## src/rtl/c2h_pkg.sv

```systemverilog
// Shared definitions for the C2H capture scheduler.
//   c2h_sched_state_t : scheduler FSM states
//   SCHED_PERIOD_W    : width of the capture period / period timer
//   SCHED_CNT_W       : width of packet and overrun counters
//   SCHED_CRED_W      : width of the outstanding-completion counter
//   sched_reload_val  : timer reload value for a given period (0 behaves as 1)
package c2h_pkg;

   localparam int SCHED_PERIOD_W = 32;
   localparam int SCHED_CNT_W    = 16;
   localparam int SCHED_CRED_W   = 5;

   typedef enum logic [2:0] {
      ST_IDLE,
      ST_ARM,
      ST_ISSUE,
      ST_IN_FLIGHT,
      ST_DRAIN,
      ST_DONE
   } c2h_sched_state_t;

   function automatic logic [SCHED_PERIOD_W-1:0] sched_reload_val(
      input logic [SCHED_PERIOD_W-1:0] period
   );
      return (period == '0) ? '0 : period - SCHED_PERIOD_W'(1);
   endfunction

endpackage

```

## src/rtl/c2h_sched_timer.sv

```systemverilog
// Period down-counter for the capture scheduler.
//   clk, rst_n : clock, synchronous active-low reset
//   load       : load load_val this cycle (wins over counting)
//   load_val   : value to load
//   value      : current count; decrements each cycle while nonzero, holds at 0
//   zero       : value == 0
module c2h_sched_timer
   import c2h_pkg::*;
(
   input  logic                      clk,
   input  logic                      rst_n,
   input  logic                      load,
   input  logic [SCHED_PERIOD_W-1:0] load_val,
   output logic [SCHED_PERIOD_W-1:0] value,
   output logic                      zero
);

   always_ff @(posedge clk) begin
      if (!rst_n) begin
         value <= '0;
      end else if (load) begin
         value <= load_val;
      end else if (value != '0) begin
         value <= value - SCHED_PERIOD_W'(1);
      end
   end

   assign zero = (value == '0);

endmodule

```

## src/rtl/c2h_capture_sched.sv

```systemverilog
// Capture scheduler for a C2H streaming engine. Issues one-cycle capture
// pulses no faster than cfg_period apart, never while a packet is in flight,
// and only while fewer than cfg_max_outstanding completions are pending.
//   clk, rst_n            : clock, synchronous active-low reset
//   start, abort          : one-cycle run control pulses
//   cfg_period            : minimum cycles between capture pulses (0 -> 1)
//   cfg_pkt_count         : packets per run (0 -> unbounded)
//   cfg_max_outstanding   : completion credit limit (0 -> 1)
//   c2h_tvalid/tready/tlast, c2h_cmpt_tvalid/tready : observed handshakes
//   ctrl_c2h_capture      : capture pulse to the C2H engine
//   busy, done            : run status / end-of-run pulse
//   pkts_sent, overruns   : per-run packet count and saturating overrun count
module c2h_capture_sched
   import c2h_pkg::*;
(
   input  logic                      clk,
   input  logic                      rst_n,
   input  logic                      start,
   input  logic                      abort,
   input  logic [SCHED_PERIOD_W-1:0] cfg_period,
   input  logic [SCHED_CNT_W-1:0]    cfg_pkt_count,
   input  logic [3:0]                cfg_max_outstanding,
   input  logic                      c2h_tvalid,
   input  logic                      c2h_tready,
   input  logic                      c2h_tlast,
   input  logic                      c2h_cmpt_tvalid,
   input  logic                      c2h_cmpt_tready,
   output logic                      ctrl_c2h_capture,
   output logic                      busy,
   output logic                      done,
   output logic [SCHED_CNT_W-1:0]    pkts_sent,
   output logic [SCHED_CNT_W-1:0]    overruns
);

   c2h_sched_state_t          state, state_nxt;
   logic [SCHED_CRED_W-1:0]   outstanding;
   logic [SCHED_CRED_W-1:0]   max_eff;
   logic                      abort_lat;
   logic                      tmr_load;
   logic [SCHED_PERIOD_W-1:0] tmr_load_val;
   logic [SCHED_PERIOD_W-1:0] tmr_value;
   logic                      tmr_zero;
   logic                      credit_ok;
   logic                      pkt_end;
   logic                      cmpt_hs;
   logic [SCHED_CNT_W-1:0]    pkts_inc;
   logic                      count_reached;
   logic                      overrun_evt;

   assign max_eff       = (cfg_max_outstanding == 4'd0) ? SCHED_CRED_W'(1)
                                                        : SCHED_CRED_W'(cfg_max_outstanding);
   assign credit_ok     = (outstanding < max_eff);
   assign pkt_end       = c2h_tvalid & c2h_tready & c2h_tlast;
   assign cmpt_hs       = c2h_cmpt_tvalid & c2h_cmpt_tready;
   assign pkts_inc      = pkts_sent + SCHED_CNT_W'(1);
   assign count_reached = (cfg_pkt_count != '0) && (pkts_inc >= cfg_pkt_count);

   // A missed period: the timer expires while we cannot issue, either because
   // a packet is still streaming or because we are starved of credits.
   assign overrun_evt = (tmr_value == SCHED_PERIOD_W'(1)) &&
                        ((state == ST_IN_FLIGHT) || ((state == ST_ARM) && !credit_ok));

   c2h_sched_timer u_timer (
      .clk      (clk),
      .rst_n    (rst_n),
      .load     (tmr_load),
      .load_val (tmr_load_val),
      .value    (tmr_value),
      .zero     (tmr_zero)
   );

   // The timer is reloaded on the ARM->ISSUE edge so that it already reads
   // period-1 during the capture cycle; successive pulses are then exactly
   // cfg_period apart when nothing else stalls the run.
   always_comb begin
      state_nxt    = state;
      tmr_load     = 1'b0;
      tmr_load_val = sched_reload_val(cfg_period);
      case (state)
         ST_IDLE: begin
            if (start) begin
               state_nxt    = ST_ARM;
               tmr_load     = 1'b1;
               tmr_load_val = '0;
            end
         end
         ST_ARM: begin
            if (abort) begin
               state_nxt = ST_DRAIN;
            end else if (tmr_zero && credit_ok) begin
               state_nxt = ST_ISSUE;
               tmr_load  = 1'b1;
            end
         end
         ST_ISSUE:     state_nxt = ST_IN_FLIGHT;
         ST_IN_FLIGHT: begin
            if (pkt_end) begin
               state_nxt = (abort_lat || abort || count_reached) ? ST_DRAIN : ST_ARM;
            end
         end
         ST_DRAIN: begin
            if (outstanding == '0) begin
               state_nxt = ST_DONE;
            end
         end
         ST_DONE:  state_nxt = ST_IDLE;
         default:  state_nxt = ST_IDLE;
      endcase
   end

   assign ctrl_c2h_capture = (state == ST_ISSUE);
   assign busy             = (state != ST_IDLE);
   assign done             = (state == ST_DONE);

   always_ff @(posedge clk) begin
      if (!rst_n) begin
         state       <= ST_IDLE;
         outstanding <= '0;
         abort_lat   <= 1'b0;
         pkts_sent   <= '0;
         overruns    <= '0;
      end else begin
         state <= state_nxt;

         // Simultaneous capture and completion cancel; the counter never wraps.
         if (ctrl_c2h_capture && !cmpt_hs && (outstanding != {SCHED_CRED_W{1'b1}})) begin
            outstanding <= outstanding + SCHED_CRED_W'(1);
         end else if (cmpt_hs && !ctrl_c2h_capture && (outstanding != '0)) begin
            outstanding <= outstanding - SCHED_CRED_W'(1);
         end

         if ((state == ST_IDLE) && start) begin
            abort_lat <= 1'b0;
            pkts_sent <= '0;
            overruns  <= '0;
         end else begin
            if (((state == ST_ISSUE) || (state == ST_IN_FLIGHT)) && abort) begin
               abort_lat <= 1'b1;
            end
            if ((state == ST_IN_FLIGHT) && pkt_end) begin
               pkts_sent <= pkts_inc;
            end
            if (overrun_evt && (overruns != {SCHED_CNT_W{1'b1}})) begin
               overruns <= overruns + SCHED_CNT_W'(1);
            end
         end
      end
   end

endmodule

```

## config.mk

```make
export PLATFORM = sky130hd
export DESIGN_NAME = c2h_capture_sched
export DESIGN_NICKNAME = d
export VERILOG_FILES = /design/src/rtl/c2h_pkg.sv /design/src/rtl/c2h_sched_timer.sv /design/src/rtl/c2h_capture_sched.sv
export SDC_FILE = /design/constraint.sdc
export NUM_CORES = 1
export LEC_CHECK = 0
export ABC_AREA = 1
export CORE_AREA = 4 4 105 107
export DETAILED_ROUTE_END_ITERATION = 16
export DIE_AREA = 0 0 109 111
export PLACE_DENSITY = 0.85
export SYNTH_ARGS = -nofsm -noshare
export SYNTH_HDL_FRONTEND = slang
export SYNTH_SLANG_ARGS = --single-unit
```

## constraint.sdc

```tcl
create_clock -name clk -period 4.1 [get_ports clk]
set_input_delay 0.41 -clock clk [delete_from_list [all_inputs] [get_ports clk]]
set_output_delay 0.41 -clock clk [all_outputs]
set_load 0.03 [all_outputs]
```

==> impl_results.md, run 1 <==
* Period minus WS final at 2970 ps
* Syn_nets at 1,019
* HPWL after DPL at 11,700 um
* Post-synth ARST share at 0%
* Largest net degree at the start of global routing at 34
* First-pass GRT wire length at 25,100 um
* P_leak at 3.13 nW
* CP endpoint kind: register
* TNS Setup at 0 ps
* Clk_skew at 11.6 ps
* Crit-path max FO at 5
* Synth Register Bits at 73
* Yosys top cell area share at 25.2%
* Row count at 37
* HP Class: reg2reg
* Synth area leaders: dfxtp_1 (25%), nand2_1 (12%), inv_1 (9.0%), nor2_1 (8.2%), a21oi_1 (6.5%)
* Max VDD drop at 0.256 mV
* Routability cong. at 0.968
* DRT iter0 DRCs at 411
* Pre-antenna DRT Iters at 5
* Die H at 111 um
* Most frequent cell after synthesis: nand2_1
* Syn_area_per_cell at 6.25 um^2
* Xor-xnor portion of the synthesized cell area at 7.69%
* Mux share of post-synthesis cell area at 0.172%
* Primary FF master, synth: dfxtp_1
* Ant. Diodes at 0
* Final cell count without fillers at 1,163
* Adder-Cell Fraction of Synth Area at 6.37%
* Most frequent cells after synthesis: nand2_1 (188), inv_1 (139), nor2_1 (127)
* Ratio of cells with drive above 1 in the final layout at 4.38%
* Rel. slew slack at 28.7%
* RSZ-0062 raised after global routing: no
* Die area at 0.0121 mm^2
* TritonCTS clock tree: built
* Final WL at 14,700 um
* Max Cap Violations at 0
* Cell count after synthesis at 929
* Seq/Total Area, Yosys at 25.2%
* Grt total ovfl at 0
* Num CTS Buffers at 9
* IO Port Bufs at 95
* Core footprint at 0.0101 mm^2
* Final hold violation count at 0
* Crit-path most repeated cell: nand2_1
* Placed Cells incl. Taps at 1,147
* IO Count at 96
* Final Cycle Share at 72.4%
* DRT antenna net count at 0
* Clk slew on worst S/H paths at 90 ps
* Complex-gate fraction of the synthesized area at 13.0%
* Hold_buf cts at 0
* Total number of vias at 6,141
* Antenna violations before repair at 0
* Simple logic cell fraction of the synthesized area at 37.1%
* Slowest stage cell, crit path: dfxtp_1
* Worst EP arrival at 3240 ps
* Vias per std cell at 5.28
* Largest stage delay, worst path at 400 ps
* Slew Limit Fails at 0
* Crit path launch type: register
* Netlist cell types at 41
* Area Overhead vs Synth at 21.3%
* Setup violators final at 0
* Yosys warning total at 0
* Fin nets at 1,112
* Routed len/inst at 12.7 um
* Pre-CTS setup slack at 898 ps
* Power per cell area at 498 mW/mm^2
* Root buffer cell: clkbuf_8
* # DRC at 0
* Initial Utilization at 57.3%
* Peak Freq at 0.337 GHz
* Htree depth at 3
* Outcome: complete, no violations
* Max Buffers Root-to-Sink at 2
* Synth area leader: dfxtp_1
* Clk_lat worst skew at 360 ps
* Critical path type: reg2reg
* Num Clock Sinks at 73
* PostCTS Resize Cnt at 0
* Largest family of logic cells by synthesized area: simple AND/OR/NAND/NOR gates
* Setup Buffers After CTS at 0
* Slew @ Worst Pin at 1070 ps
* Number of global-route vias before repair at 5,607
* Synthesized area at 0.00581 mm^2
* Setup WS post-layout at 1130 ps
* Number of flops mapped to enable cells by yosys at 0
* Critical path cell sequence: ha_1 > nand3_1 > nor2_1 > inv_1 > nor2_1 > nand2_1 > nor3_1 > xor2_1 > inv_1 > ha_1 > nand2_1 > nor2_1 > a21oi_1 > nand2_1 > nand2_1 > nand3_1 > nand2_1 > nand2_1 > a21oi_1
* Worst path required time at 4380 ps
* GRT Total Usage at 25.0%
* Die Wd at 109 um
==> placed cells by master, fill, tap and decap left out, types with 26 or more instances in the layout <==
cell type,netlist,layout
a21oi_1,75,75
clkdlybuf4s50_1,0,95
dfxtp_1,73,73
ha_1,28,28
inv_1,139,139
nand2_1,188,188
nand3_1,65,65
nand4_1,36,36
nor2_1,127,127
nor3_1,26,26
o21ai_0,52,52
xor2_1,41,41
==> cell type report <==
type | count | area [um^2]
well taps | 136 | 170
inverters | 140 | 526
clock buffers | 10 | 138
repair buffers | 97 | 966
fillers | 889 | 3090
flip-flops and latches | 73 | 1460
multi-input cells | 701 | 3740
clock inverters | 6 | 50.0
==> final timing paths <==
| path | from | slack [ps] | cells after the start | endpoint |
|---|---|---|---|---|
| worst max register to register | pkts_sent[0]$_SDFFE_PP0P_ | 1130 | 19 | state[0]$_SDFFE_PN0P_ |
| worst min register to register | abort_lat$_SDFFE_PP0P_ | 460 | 2 | abort_lat$_SDFFE_PP0P_ |
| worst min-delay path | abort_lat$_SDFFE_PP0P_ | 460 | 2 | abort_lat$_SDFFE_PP0P_ |
| worst max-delay path | pkts_sent[0]$_SDFFE_PP0P_ | 1130 | 19 | state[0]$_SDFFE_PN0P_ |
==> worst max-delay path, delay by kind of cell, from the launching register on <==
| kind | cells | cell delay [ps] |
|---|---|---|
| and+or+nand+nor | 12 | 1310 |
| buffers and inverters | 2 | 160 |
| DFF | 1 | 400 |
| adders and majority gates | 2 | 480 |
| xor gates and xnor gates | 1 | 210 |
| AOI/OAI and AO/OA | 2 | 300 |
==> state kept, by name (all words and copies together) (netlist names) <==
signal,flops
abort_lat,1
state,3
pkts_sent,16
u_timer.value,32
outstanding,5
overruns,16
==> logic make-up (layout without fill, tap and decap cells) <==
group | count (synthesis) | in the layout
and+or+nand+nor | 477 | 477
buffers and inverters | 155 | 253
muxes | 1 | 1
AOI/OAI and AO/OA | 143 | 143
adders and majority gates | 29 | 29
DFF | 73 | 73
xor gates and xnor gates | 51 | 51
==> per-stage QoR <==
step | hold WS, ps | power (mW) | instance area, um^2 | utilization (%)
floorplan | 426 | 2.50 | 5810 | -
global placement | 441 | 2.90 | 6860 | 67.7
detailed placement | 443 | 2.95 | 6860 | 67.7
CTS | 455 | 3.50 | 7050 | 69.5
global route | 469 | 3.82 | 7050 | 69.5
finish | 457 | 3.51 | 7050 | 69.5
==> power breakdown <==
part / leakage [nW] / internal, mW / switching (mW) / total, mW
logic: 2.45 / 0.696 / 1.26 / 1.96
clock network: 0.0895 / 0.242 / 0.296 / 0.538
registers: 0.593 / 0.858 / 0.157 / 1.02
total: 3.13 / 1.80 / 1.71 / 3.51
==> per-layer routing <==
metal	vias to the layer above	routed length [um]	track usage (%)
met3	31	800	2.85
met5	-	0	0
li1	3216	-	-
met2	175	6700	41.0
met4	0	380	8.75
met1	2719	6860	33.4
No activity file was read; power rests on OpenSTA's default activity.
==> inputs of run 2 (changes only) <==
--- a/config.mk
+++ b/config.mk
@@ -6,10 +6,10 @@
 export NUM_CORES = 1
 export LEC_CHECK = 0
 export ABC_AREA = 1
-export CORE_AREA = 4 4 105 107
+export CORE_AREA = 4 4 108 110
 export DETAILED_ROUTE_END_ITERATION = 16
-export DIE_AREA = 0 0 109 111
-export PLACE_DENSITY = 0.85
+export DIE_AREA = 0 0 112 114
+export PLACE_DENSITY = 0.81
 export SYNTH_ARGS = -nofsm -noshare
 export SYNTH_HDL_FRONTEND = slang
 export SYNTH_SLANG_ARGS = --single-unit
==> constraint.sdc (replaced) <==
create_clock -name clk -period 2.9 [get_ports clk]
set_input_delay 0.29 -clock clk [delete_from_list [all_inputs] [get_ports clk]]
set_output_delay 0.29 -clock clk [all_outputs]
set_load 0.03 [all_outputs]
==> run 2 against run 1 <==
Compared with the run above: first-iteration DRC count rose by 5.8%; critical endpoint is now outstanding[4]$_SDFFE_PN0P_; sequential share of layout area fell by 0.41 points; combinational power rose by 41%; clock skew barely moved; fmax rose by 12%; register-to-register slack got worse by 890 ps; via count fell by 0.24%; count of clock-buffer cells in the layout rose by 2; cell count rose by 1.2%; setup slack got worse by 890 ps; sequential power rose by 40%; utilization fell by 2.1 points.
==> impl_results.md, run 2 (synthesized netlist as in run 1, its figures left out) <==
* Outcome: complete, no violations
* Final hold violation count at 0 (unchanged)
* Ant. Diodes at 0 (unchanged)
* Placed Cells incl. Taps at 1,162 (+1.3%)
* Vias per std cell at 5.20 (-1.4%)
* Num Clock Sinks at 73 (unchanged)
* PostCTS Resize Cnt at 0 (unchanged)
* Total number of vias at 6,126 (-0.24%)
* Die Wd at 112 um (+2.8%)
* Crit-path max FO at 7 (+2)
* Crit path launch type: register
* Top reg by flops: u_timer.value
* Wl on met1 at 7110 um (+3.5%)
* TNS Setup at 0 ps (unchanged)
* TritonCTS clock tree: built
* Top Registers: u_timer.value (32), overruns (16), pkts_sent (16)
* Clock Power Share at 16.4% (+1.1 points)
* Top Metal Used: met4
* Area Overhead vs Synth at 24.2%
* Die area at 0.0128 mm^2 (+5.5%)
* Clk slew on worst S/H paths at 80 ps (about the same)
* DP Area at 0.00696 mm^2 (+1.5%)
* Ratio of cells with drive above 1 in the final layout at 6.65% (+2.3 points)
* Routed len/inst at 12.9 um (+1.6%)
* Die H at 114 um (+2.7%)
* Final Cycle Share at 91.5% (+19 points)
* Max VDD drop at 0.406 mV (+59%)
* Setup Buffers After CTS at 0 (unchanged)
* Clk_skew at 11.2 ps (-0.427 ps)
* HP Class: reg2reg
* Core footprint at 0.0107 mm^2 (+5.5%)
* Num CTS Buffers at 9 (unchanged)
* Final WL at 15,200 um (+2.8%)
* Final cell count without fillers at 1,177 (+1.2%)
* Worst path required time at 3180 ps (-1200 ps)
* Flop pwr share at 28.5% (-0.4 points)
* RSZ-0062 raised after global routing: yes
* Slew @ Worst Pin at 685 ps (-383 ps)
* Max Cap Violations at 0 (unchanged)
* Period minus WS final at 2650 ps (-313 ps)
* Initial Utilization at 54.3% (-3.0 points)
* Routability cong. at 0.928 (-4.1%)
* GRT Total Usage at 23.9% (-1.1 points)
* Number of global-route vias before repair at 5,641 (+0.61%)
* Internal power at 2.66 mW (+48%)
* IO Port Bufs at 95 (unchanged)
* Htree depth at 3 (unchanged)
* IO Count at 96 (unchanged)
* # DRC at 0 (unchanged)
* Critical path type: reg2reg
* Hold_buf cts at 0 (unchanged)
* First-pass GRT wire length at 25,800 um (+2.8%)
* Fin nets at 1,123 (+0.99%)
* DRT iter0 DRCs at 435 (+5.8%)
* Max reg flops at 32 (unchanged)
* Power per cell area at 696 mW/mm^2 (+40%)
* Rel. slew slack at 54.3% (+26 points)
* DRT antenna net count at 0 (unchanged)
* Root buffer cell: clkbuf_8
* Row count at 38 (+2.7%)
* Max Buffers Root-to-Sink at 2 (unchanged)
* Pre-antenna DRT Iters at 5 (unchanged)
* HPWL after DPL at 12,100 um (+3.2%)
* Met3 routed WL at 740 um (-7.5%)
* Clk_lat worst skew at 350 ps (about the same)
* Peak Freq at 0.377 GHz (+12%)
* Setup violators final at 0 (unchanged)
* Combinational group share of total power at 55.1% (-0.6 points)
* # fillers at 994 (+12%)
* Finished Cell Area at 0.00721 mm^2 (+2.3%)
* Multi-input logic area at 0.00379 mm^2 (+1.4%)
* CP endpoint kind: register
* Largest net degree at the start of global routing at 34 (unchanged)
* Worst EP arrival at 2930 ps (-310 ps)
* Switching share of power at 47.0% (-1.8 points)
* Commonest non-fill, non-tap cell in the layout: nand2_1
* P_leak at 3.20 nW (+2.4%)
* Met2 WL post-DR at 6950 um (+3.8%)
* Grt total ovfl at 0 (unchanged)
* Psw at 2.36 mW (+38%)
* Antenna violations before repair at 0 (unchanged)
* Slew Limit Fails at 0 (unchanged)
* Storage element area at 0.00147 mm^2 (+0.34%)
* Most frequent cells in the layout: nand2_1 (187), inv_1 (138), nor2_1 (122)
[run 2: cell count changes in the layout (fill, tap and decap cells not counted), sizes merged]
cell and delta:
bufinv +1, clkbuf +2, clkinvlp -2, inv -2
buf +11
[run 2: critical path, stage by stage, from the launching register on]
cell     delay [ps]
dfxtp_1         390
inv_1            70
nor2_1          210
inv_1            60
nor2_1          140
inv_1            80
a21oi_1         130
o21ai_1         200
fa_1            460
a21o_1          170
a21oi_1         180
mux2i_1         250
o21ai_0         100
a21oi_1         120
[run 2: metal layers]
layer	vias to the layer above	GRT usage (%)
met3	28	3.61
li1	3228	-
met2	159	40.3
met4	0	6.81
met5	-	0
met1	2711	32.0
[run 2: metrics by stage]
step | power (mW) | hold slack (ps) | setup slack (ps) | utilization [%]
after floorplan | 3.54 | 426 | 95.2 | -
after global placement | 4.13 | 437 | 13.8 | 65.1
after detailed placement | 4.17 | 450 | -117 | 65.1
after CTS | 5.00 | 459 | 59.2 | 66.9
after global routing | 5.47 | 495 | -7.41 | 67.4
final | 5.02 | 456 | 247 | 67.4
[run 2: cell type report]
class | instances | share of cell area (%)
clock inverter | 3 | 0.555
clock buffer | 12 | 2.15
inverter | 140 | 7.28
tap | 140 | 2.43
multi-input combinational | 701 | 52.5
sequential | 73 | 20.3
timing repair buffer | 108 | 14.7
[run 2: worst paths after layout]
kind / slack [ps] / cells after the start / startpoint / end
hold / removal: 460 / 2 / abort_lat$_SDFFE_PP0P_ / abort_lat$_SDFFE_PP0P_
hold reg to reg: 460 / 2 / abort_lat$_SDFFE_PP0P_ / abort_lat$_SDFFE_PP0P_
setup reg to reg: 250 / 13 / state[1]$_SDFFE_PN0P_ / outstanding[4]$_SDFFE_PN0P_
setup / recovery: 250 / 13 / state[1]$_SDFFE_PN0P_ / outstanding[4]$_SDFFE_PN0P_
[run 2: power by group through the flow]
stage                     logic [mW]  registers (mW)  clock network [mW]
after floorplan                 2.14            1.40                   0
after CTS                       2.74            1.43               0.827
after global placement          2.68            1.45                   0
after detailed placement        2.72            1.45                   0
final                           2.77            1.43               0.822
after global routing            3.14            1.46               0.867
